### src/rtl/hand_scorer.sv
// hand_scorer: per-hand modular card-score accumulator with a valid/ready card
// port, natural/closed detection, a one-cycle update pulse and a sticky
// illegal-card flag.
module hand_scorer #(
    parameter int NUM_HANDS = 2,
    parameter int MAX_CARDS = 3,
    parameter int MODULUS   = 10,
    parameter int HW        = (NUM_HANDS > 1) ? $clog2(NUM_HANDS) : 1,
    parameter int CW        = $clog2(MAX_CARDS + 1)
) (
    input  logic                    slow_clock,
    input  logic                    reset,
    input  logic                    clear,
    input  logic                    card_valid,
    output logic                    card_ready,
    input  logic [HW-1:0]           card_hand,
    input  logic [3:0]              card,
    output logic [NUM_HANDS*4-1:0]  score,
    output logic [NUM_HANDS*CW-1:0] count,
    output logic [NUM_HANDS-1:0]    natural,
    output logic [NUM_HANDS-1:0]    full,
    output logic                    upd_valid,
    output logic [HW-1:0]           upd_hand,
    output logic                    err
);

    typedef enum logic [1:0] {
        EMPTY = 2'd0,
        OPEN  = 2'd1,
        NAT   = 2'd2,
        FULL  = 2'd3
    } hand_state_e;

    hand_state_e   state_q [NUM_HANDS];
    hand_state_e   state_d [NUM_HANDS];
    logic [3:0]    score_q [NUM_HANDS];
    logic [3:0]    score_d [NUM_HANDS];
    logic [CW-1:0] count_q [NUM_HANDS];
    logic [CW-1:0] count_d [NUM_HANDS];
    logic          err_q, err_d;
    logic          upd_valid_q, upd_valid_d;
    logic [HW-1:0] upd_hand_q, upd_hand_d;

    logic          hand_open;
    logic          card_legal;
    logic [3:0]    card_value;
    logic [4:0]    sum;
    logic [3:0]    new_score;
    logic [CW-1:0] new_count;

    // Ace counts 1, pips their face value, tens and court cards 0.
    assign card_legal = (card != 4'd0) && (card <= 4'd13);
    assign card_value = (card <= 4'd9) ? card : 4'd0;

    // Ready when the addressed hand can still take a card; an index beyond
    // NUM_HANDS matches no hand and therefore is never ready.
    always_comb begin
        hand_open = 1'b0;
        for (int unsigned h = 0; h < NUM_HANDS; h++) begin
            if (card_hand == HW'(h)) begin
                hand_open = (state_q[h] == EMPTY) || (state_q[h] == OPEN);
            end
        end
        card_ready = !reset && !clear && hand_open;
    end

    // Next-state: clear wins over an offer; illegal cards only raise err.
    always_comb begin
        state_d     = state_q;
        score_d     = score_q;
        count_d     = count_q;
        err_d       = err_q;
        upd_valid_d = 1'b0;
        upd_hand_d  = upd_hand_q;
        sum         = '0;
        new_score   = '0;
        new_count   = '0;
        if (clear) begin
            for (int unsigned h = 0; h < NUM_HANDS; h++) begin
                state_d[h] = EMPTY;
                score_d[h] = '0;
                count_d[h] = '0;
            end
        end else if (card_valid && card_ready) begin
            if (!card_legal) begin
                err_d = 1'b1;
            end else begin
                for (int unsigned h = 0; h < NUM_HANDS; h++) begin
                    if (card_hand == HW'(h)) begin
                        sum       = {1'b0, score_q[h]} + {1'b0, card_value};
                        new_score = (sum >= 5'(MODULUS)) ? 4'(sum - 5'(MODULUS)) : sum[3:0];
                        new_count = count_q[h] + CW'(1);
                        score_d[h] = new_score;
                        count_d[h] = new_count;
                        if ((new_count == CW'(2)) && (new_score >= 4'd8)) begin
                            state_d[h] = NAT;
                        end else if (new_count == CW'(MAX_CARDS)) begin
                            state_d[h] = FULL;
                        end else begin
                            state_d[h] = OPEN;
                        end
                    end
                end
                upd_valid_d = 1'b1;
                upd_hand_d  = card_hand;
            end
        end
    end

    // State registers with synchronous reset.
    always_ff @(posedge slow_clock) begin
        if (reset) begin
            for (int unsigned h = 0; h < NUM_HANDS; h++) begin
                state_q[h] <= EMPTY;
                score_q[h] <= '0;
                count_q[h] <= '0;
            end
            err_q       <= 1'b0;
            upd_valid_q <= 1'b0;
            upd_hand_q  <= '0;
        end else begin
            state_q     <= state_d;
            score_q     <= score_d;
            count_q     <= count_d;
            err_q       <= err_d;
            upd_valid_q <= upd_valid_d;
            upd_hand_q  <= upd_hand_d;
        end
    end

    // Pack per-hand registers onto the flat output buses.
    always_comb begin
        score   = '0;
        count   = '0;
        natural = '0;
        full    = '0;
        for (int unsigned h = 0; h < NUM_HANDS; h++) begin
            score[h*4 +: 4]   = score_q[h];
            count[h*CW +: CW] = count_q[h];
            natural[h]        = (state_q[h] == NAT);
            full[h]           = (state_q[h] == NAT) || (state_q[h] == FULL);
        end
    end

    assign upd_valid = upd_valid_q;
    assign upd_hand  = upd_hand_q;
    assign err       = err_q;

endmodule

### config.mk
export PLATFORM = sky130hd
export DESIGN_NAME = hand_scorer
export DESIGN_NICKNAME = d
export VERILOG_FILES = /design/src/rtl/hand_scorer.sv
export SDC_FILE = /design/constraint.sdc
export NUM_CORES = 1
export LEC_CHECK = 0
export CORE_UTILIZATION = 40
export DETAILED_ROUTE_END_ITERATION = 6
export PLACE_DENSITY_LB_ADDON = 0.05
export SLEW_MARGIN = 0
export SYNTH_ARGS = -nofsm -noshare
export SYNTH_HDL_FRONTEND = slang
export SYNTH_SLANG_ARGS = --single-unit
### constraint.sdc
create_clock -name slow_clock -period 3.35 [get_ports slow_clock]
set_clock_uncertainty 0.1 [all_clocks]
set_input_delay 0.67 -clock slow_clock [delete_from_list [all_inputs] [get_ports slow_clock]]
set_output_delay 0.67 -clock slow_clock [all_outputs]
set_load 0.005 [all_outputs]
==> results.json, run 1 <==
{
  "maxCapViolations": 0,
  "ys_warn_count": 0,
  "yosysMostFrequentCell": "dfxtp_1",
  "route.detailed.drc": 0,
  "cts_sinks": 19,
  "io_buffer_count": 28,
  "die_y_um": 60.55,
  "ys_top_cells_by_area": "dfxtp_1 (28%), ha_1 (12%), nor2_1 (4.7%)",
  "setup_slack_ns": 0.08173,
  "p_int_w": 0.0003315,
  "async_flop_share_pct": 0,
  "synth_edf_count": 0,
  "cts_root_buf": "clkbuf_4",
  "synth_top_flop_cell": "dfxtp_1",
  "p_leak_nw": 0.8040,
  "htreeDepth": 1,
  "ys_seq_elements": 19,
  "grt.total_usage_pct": 21.19,
  "seq_area_um2": 380.4,
  "reg2reg_slack_ns": 0.62,
  "grt_pass1_vias": 1316,
  "crit_fanout": 4,
  "grt_pass1_wl_um": 5789,
  "synthAdderAreaFrac_pct": 14.78,
  "layout-drive-gt1-share_pct": 18.66,
  "ioPinCount": 29,
  "worst_setup_path_start_kind": "input port",
  "synthTopCellsByCount": "dfxtp_1 (19), nor2_1 (17), ha_1 (13)",
  "start_util_pct": 43.49,
  "status": "complete, no violations",
  "wl_um": 3458,
  "core-area_um2": 3153,
  "pwr-share-clk_pct": 26.5,
  "pwr-share-comb_pct": 22.8,
  "antenna_found_initial": 0,
  "postRouteAntennaNets": 0,
  "drtIter0Drc": 38,
  "cts-buffers-inserted": 3,
  "synth_top_family_by_area": "simple AND/OR/NAND/NOR gates",
  "fmax_mhz": 306.0,
  "rows": 20,
  "worstPathRequired_ns": 3.49,
  "dr.pass1.iters": 4,
  "place_hpwl_um": 2700,
  "ys_seq_area_share_pct": 27.74,
  "p_seq_share_pct": 50.8,
  "postSynthCellCount": 162,
  "design_area_um2": 1899,
  "grt_max_degree": 14,
  "die_area_um2": 3666,
  "endpoint_kind": "flip-flop",
  "vias": 1323,
  "finalHoldViolations": 0,
  "p_sw_share_pct": 27.75,
  "slew_violations": 0,
  "period_share_pct": 97.56,
  "ir_worst_vdd_mv": 0.2591,
  "syn-cell-area_um2": 1371,
  "avgSynthCellArea_um2": 8.465,
  "switchingPower_w": 0.0001273,
  "maxSlewHeadroom_pct": 44.95,
  "worst_slew_pin_slew_ns": 0.8195,
  "insertion_delay_ns": 0.31,
  "worstPathArrival_ns": 3.41,
  "place_area_um2": 1837,
  "num-nets-final": 234,
  "setup.worst_path.class": "in2reg",
  "final_util_pct": 60.24,
  "routedWlPerCell_um": 13.67,
  "finalWeightedCongestion": 0.7812,
  "die_w_um": 60.55,
  "synth_xor_area_share_pct": 6.934,
  "post-place-ws_ns": -0.5625,
  "clock_path_buffers": 2,
  "synth_top_cell_by_area": "dfxtp_1",
  "power_density_nw_per_um2": 241.6,
  "synth_nets": 186,
  "synth-simple-area-share_pct": 23.45,
  "hp-class": "reg2reg",
  "multi_input_area_um2": 963.4,
  "overflow": 0,
  "via_per_inst": 5.229,
  "synthToLayoutAreaGrowth_pct": 38.50,
  "antennaDiodeCount": 0,
  "synth_mux_area_share_pct": 3.193,
  "nFillCells": 287,
  "clk_pin_slew_ns": 0.12,
  "synth-compound-area-share_pct": 19.25,
  "tritoncts": "yes",
  "synth_top_area_share_pct": 27.74,
  "setup_viol": 0,
  "synthDistinctLibCells": 45,
  "fin_crit_ns": 3.268
}
[metal layers]
| layer | GRT usage (%) | vias to the layer above | part of all wire [%] |
|---|---|---|---|
| met5 | 0 | - | 0 |
| met4 | 9.740 | 0 | 1.9 |
| met3 | 1.706 | 6 | 2.9 |
| met2 | 34.69 | 36 | 45 |
| met1 | 28.42 | 609 | 50 |
| li1 | - | 672 | - |
[layout by cell type, fill, tap and decap left out, drive strengths merged, types with 2 or more instances in the layout]
cell type      Yosys  layout
a211oi             2       2
a21o               3       3
a21oi             11      11
and2               3       3
buf                0      20
clkbuf             5       4
clkdlybuf4s50      0      24
dfxtp             19      19
dlygate4sd2        0       3
fa                 2       2
ha                13      13
inv               12      12
mux2               3       3
nand2              4       4
nand2b             3       3
nand3              5       5
nand4              2       2
nor2              17      17
nor2b              5       5
nor3               5       5
nor3b              2       2
o21ai             11      11
or3                2       2
or4                2       2
or4b               2       2
xnor2              5       5
xor2               5       5
[cell type report]
class	instances	area share [%]
well taps	44	2.899
clock buffers	4	1.383
flip-flops and latches	19	20.03
repair buffers	48	22.60
inverters	12	2.372
multi-input cells	126	50.72
[kinds of logic (layout without fill, tap and decap cells)]
kind of cell,Yosys count,after routing
flops,19,19
mux,4,4
buf+inv,17,64
fa+ha+maj,15,15
xor+xnor,10,10
compound gates,40,40
simple gates,57,57
[worst paths after layout]
path,depth (start not counted),start,to
hold reg to reg,2,upd_hand,upd_hand
setup / recovery,13,card[1],score[6]
setup reg to reg,10,score[4],score[6]
hold / removal,2,upd_hand,upd_hand
[critical path, stage by stage]
cell	delay, ns
dlygate4sd2_1	0.25
o21ai_2	0.16
and2_4	0.17
ha_2	0.18
inv_1	0.06
fa_2	0.56
buf_4	0.13
ha_2	0.19
nor2b_1	0.05
mux2_2	0.31
nor4_4	0.17
mux2_2	0.36
a21oi_1	0.14
[state kept, by name, summed over array words and instances, names as in the netlist]
| name | flops |
|---|---|
| upd_hand | 1 |
| state_q | 4 |
| err | 1 |
| count | 4 |
| upd_valid | 1 |
| score | 8 |
[per-stage QoR]
stage / cells / hold slack [ns] / power, W / setup TNS [ns]
floorplan: 162 / 0.3611 / 0.0002892 / 0
CTS: 252 / 0.3963 / 0.0004581 / 0
detailed placement: 248 / 0.3737 / 0.0003377 / -2.299
finish: 253 / 0.3906 / 0.0004588 / 0
global route: 253 / 0.4190 / 0.0004801 / -0.005407
global placement: 248 / 0.3595 / 0.0003350 / -1.452
[power groups by stage]
| stage | logic (W) | clock network (W) | registers (W) |
|---|---|---|---|
| 6_report | 0.000104 | 0.000122 | 0.000233 |
| 5_1_grt | 0.000115 | 0.000132 | 0.000234 |
| 4_1_cts | 0.000103 | 0.000122 | 0.000233 |
| 3_5_place_dp | 0.0000997 | 0 | 0.000238 |
| 3_3_place_gp | 0.0000970 | 0 | 0.000238 |
| 2_1_floorplan | 0.0000515 | 0 | 0.000238 |
[timing repair]
action                     in CTS  in global routing
buffers inserted                0                  1
resized for setup              11                  1
pin swaps                       2                  3
hold buffers                    0                  0
setup endpoints to repair       4                  3
No activity file was read; power rests on OpenSTA's default activity.
==> inputs of run 2 (changes only) <==
- CAP_MARGIN: not set -> 10
==> results of run 2 <==
No change in the layout: final DEF, timing and power equal those of run 1.
==> inputs of run 3 (changes only) <==
- CTS_BUF_LIST: not set -> sky130_fd_sc_hd__clkbuf_4 sky130_fd_sc_hd__clkbuf_8
- DONT_BUFFER_PORTS: not set -> 1
==> run 3 against run 2 <==
Net effect: clock-buffer cell count unchanged; via count decreased by 13%; sequential power about the same; register-to-register slack about the same; setup slack improved by 0.24 ns; total power decreased by 7.8%; critical endpoint is now state_q[1]; largest cell class unchanged; highest routed layer unchanged.
==> results.json, run 3 (synthesized netlist as in run 1, its figures left out) <==
{
  "fin_crit_ns": 3.032,
  "fin_setup_tns_ns": 0,
  "ioPinCount": 29,
  "synthToLayoutAreaGrowth_pct": 8.577,
  "layout-drive-gt1-share_pct": 11.98,
  "status": "complete, no violations",
  "antennaDiodeCount": 0,
  "worst_slew_pin_slew_ns": 0.5298,
  "clock_path_buffers": 2,
  "route.detailed.drc": 0,
  "die_area_um2": 3666,
  "rsz0062_at_grt": "false",
  "die_w_um": 60.55,
  "num-nets-final": 192,
  "die_y_um": 60.55,
  "slew_violations": 0,
  "ir_worst_vdd_mv": 0.2337,
  "cts_root_buf": "clkbuf_4",
  "place_hpwl_um": 2355,
  "routedWlPerCell_um": 14.04,
  "rows": 20,
  "cts_hold_buf": 0,
  "period_share_pct": 90.50,
  "hp-class": "in2reg",
  "pwr-share-clk_pct": 28.8,
  "design_area_um2": 1489,
  "setup_viol": 0,
  "fmax_mhz": 329.8,
  "final_cell_mix": "dfxtp_1 (19), nor2_1 (17), ha_1 (13)",
  "postRouteAntennaNets": 0,
  "io_buffer_count": 0,
  "nFillCells": 343,
  "cts_resized": 0,
  "via_per_inst": 5.455,
  "drtIter0Drc": 54,
  "overflow": 0,
  "htreeDepth": 1,
  "start_util_pct": 43.49,
  "grt_pass1_vias": 1154,
  "antenna_found_initial": 0,
  "switchingPower_w": 0.0001082,
  "p_sw_share_pct": 25.58,
  "wl_um": 2962,
  "cts_sinks": 19,
  "worstPathArrival_ns": 3.16,
  "insertion_delay_ns": 0.29,
  "maxCapViolations": 0,
  "dr.pass1.iters": 4,
  "p_int_w": 0.0003149,
  "vias": 1151,
  "core-area_um2": 3153,
  "place_area_um2": 1459,
  "reg2reg_slack_ns": 0.63,
  "postCtsSetupBuffers": 0,
  "crit_fanout": 5,
  "power_density_nw_per_um2": 284.2,
  "multi_input_area_um2": 933.4,
  "grt_pass1_wl_um": 5057,
  "final_common_cell": "dfxtp_1",
  "finalHoldViolations": 0,
  "seq_area_um2": 380.4,
  "p_leak_nw": 0.6202,
  "setup.worst_path.class": "in2reg",
  "cts-buffers-inserted": 3,
  "clk_pin_slew_ns": 0.10,
  "final_util_pct": 47.22,
  "grt.total_usage_pct": 18.61,
  "grt_max_degree": 15,
  "p_seq_share_pct": 55.2,
  "pwr-share-comb_pct": 15.9,
  "largest_register_ffs": 8,
  "tritoncts": "yes",
  "worstPathRequired_ns": 3.48,
  "maxSlewHeadroom_pct": 64.30,
  "finalWeightedCongestion": 0.7431,
  "endpoint_kind": "flip-flop",
  "worst_setup_path_start_kind": "input port"
}
run 3: changes by cell type in the layout (fill, tap and decap cells not counted), moves of 2 or more:
cell / previous run / this run
clkdlybuf4s50_1: 24 / 0
buf_4: 20 / 6
dlygate4sd2_1: 3 / 0
ha_1: 11 / 13
ha_2: 2 / 0
run 3: power by group through the flow:
stage                     combinational [W]  clock, W  sequential [W]
after global placement            0.0000660         0        0.000239
after floorplan                   0.0000515         0        0.000238
final                             0.0000674  0.000122        0.000234
after detailed placement          0.0000676         0        0.000239
after CTS                         0.0000680  0.000129        0.000234
after global routing              0.0000775  0.000137        0.000234
run 3: final timing paths:
kind                                   end  cells past startpoint  startpoint
worst max register to register  state_q[1]                      8    score[4]
worst min register to register         err                      2         err
worst min-delay path                   err                      1       reset
worst max-delay path            state_q[1]                     10     card[2]
run 3: through the flow:
stage                     cells  setup WS [ns]  hold WS [ns]   power, W
after floorplan             162        0.05067        0.3611  0.0002892
after global placement      207        0.01608        0.3779  0.0003049
after detailed placement    207        0.01923        0.3974  0.0003064
after CTS                   211         0.3256        0.3180  0.0004307
after global routing        211        0.07996        0.3111  0.0004486
final                       211         0.3182        0.3338  0.0004231
run 3: layout make-up:
type / count / share of cell area, %
Sequential cell: 19 / 25.55
Tap cell: 44 / 3.697
Timing Repair Buffer: 6 / 3.025
Inverter: 12 / 3.025
Multi-Input combinational cell: 126 / 62.69
Clock buffer: 4 / 2.017
run 3: critical path, cell delays in order:
cell and delay [ns]:
o21ai_0 0.18, and2_1 0.18, ha_1 0.17, inv_1 0.05, fa_1 0.58, nor4b_1 0.08
o31a_1 0.26, o311a_1 0.32, or4b_1 0.54, a21oi_1 0.13
run 3: routing by layer:
layer / GRT usage, % / up-vias / part of all wire (%)
li1: - / 586 / -
met1: 25.33 / 529 / 50
met2: 29.36 / 34 / 43
met3: 3.625 / 2 / 6.8
met4: 6.818 / 0 / 0.68
met5: 0 / - / 0
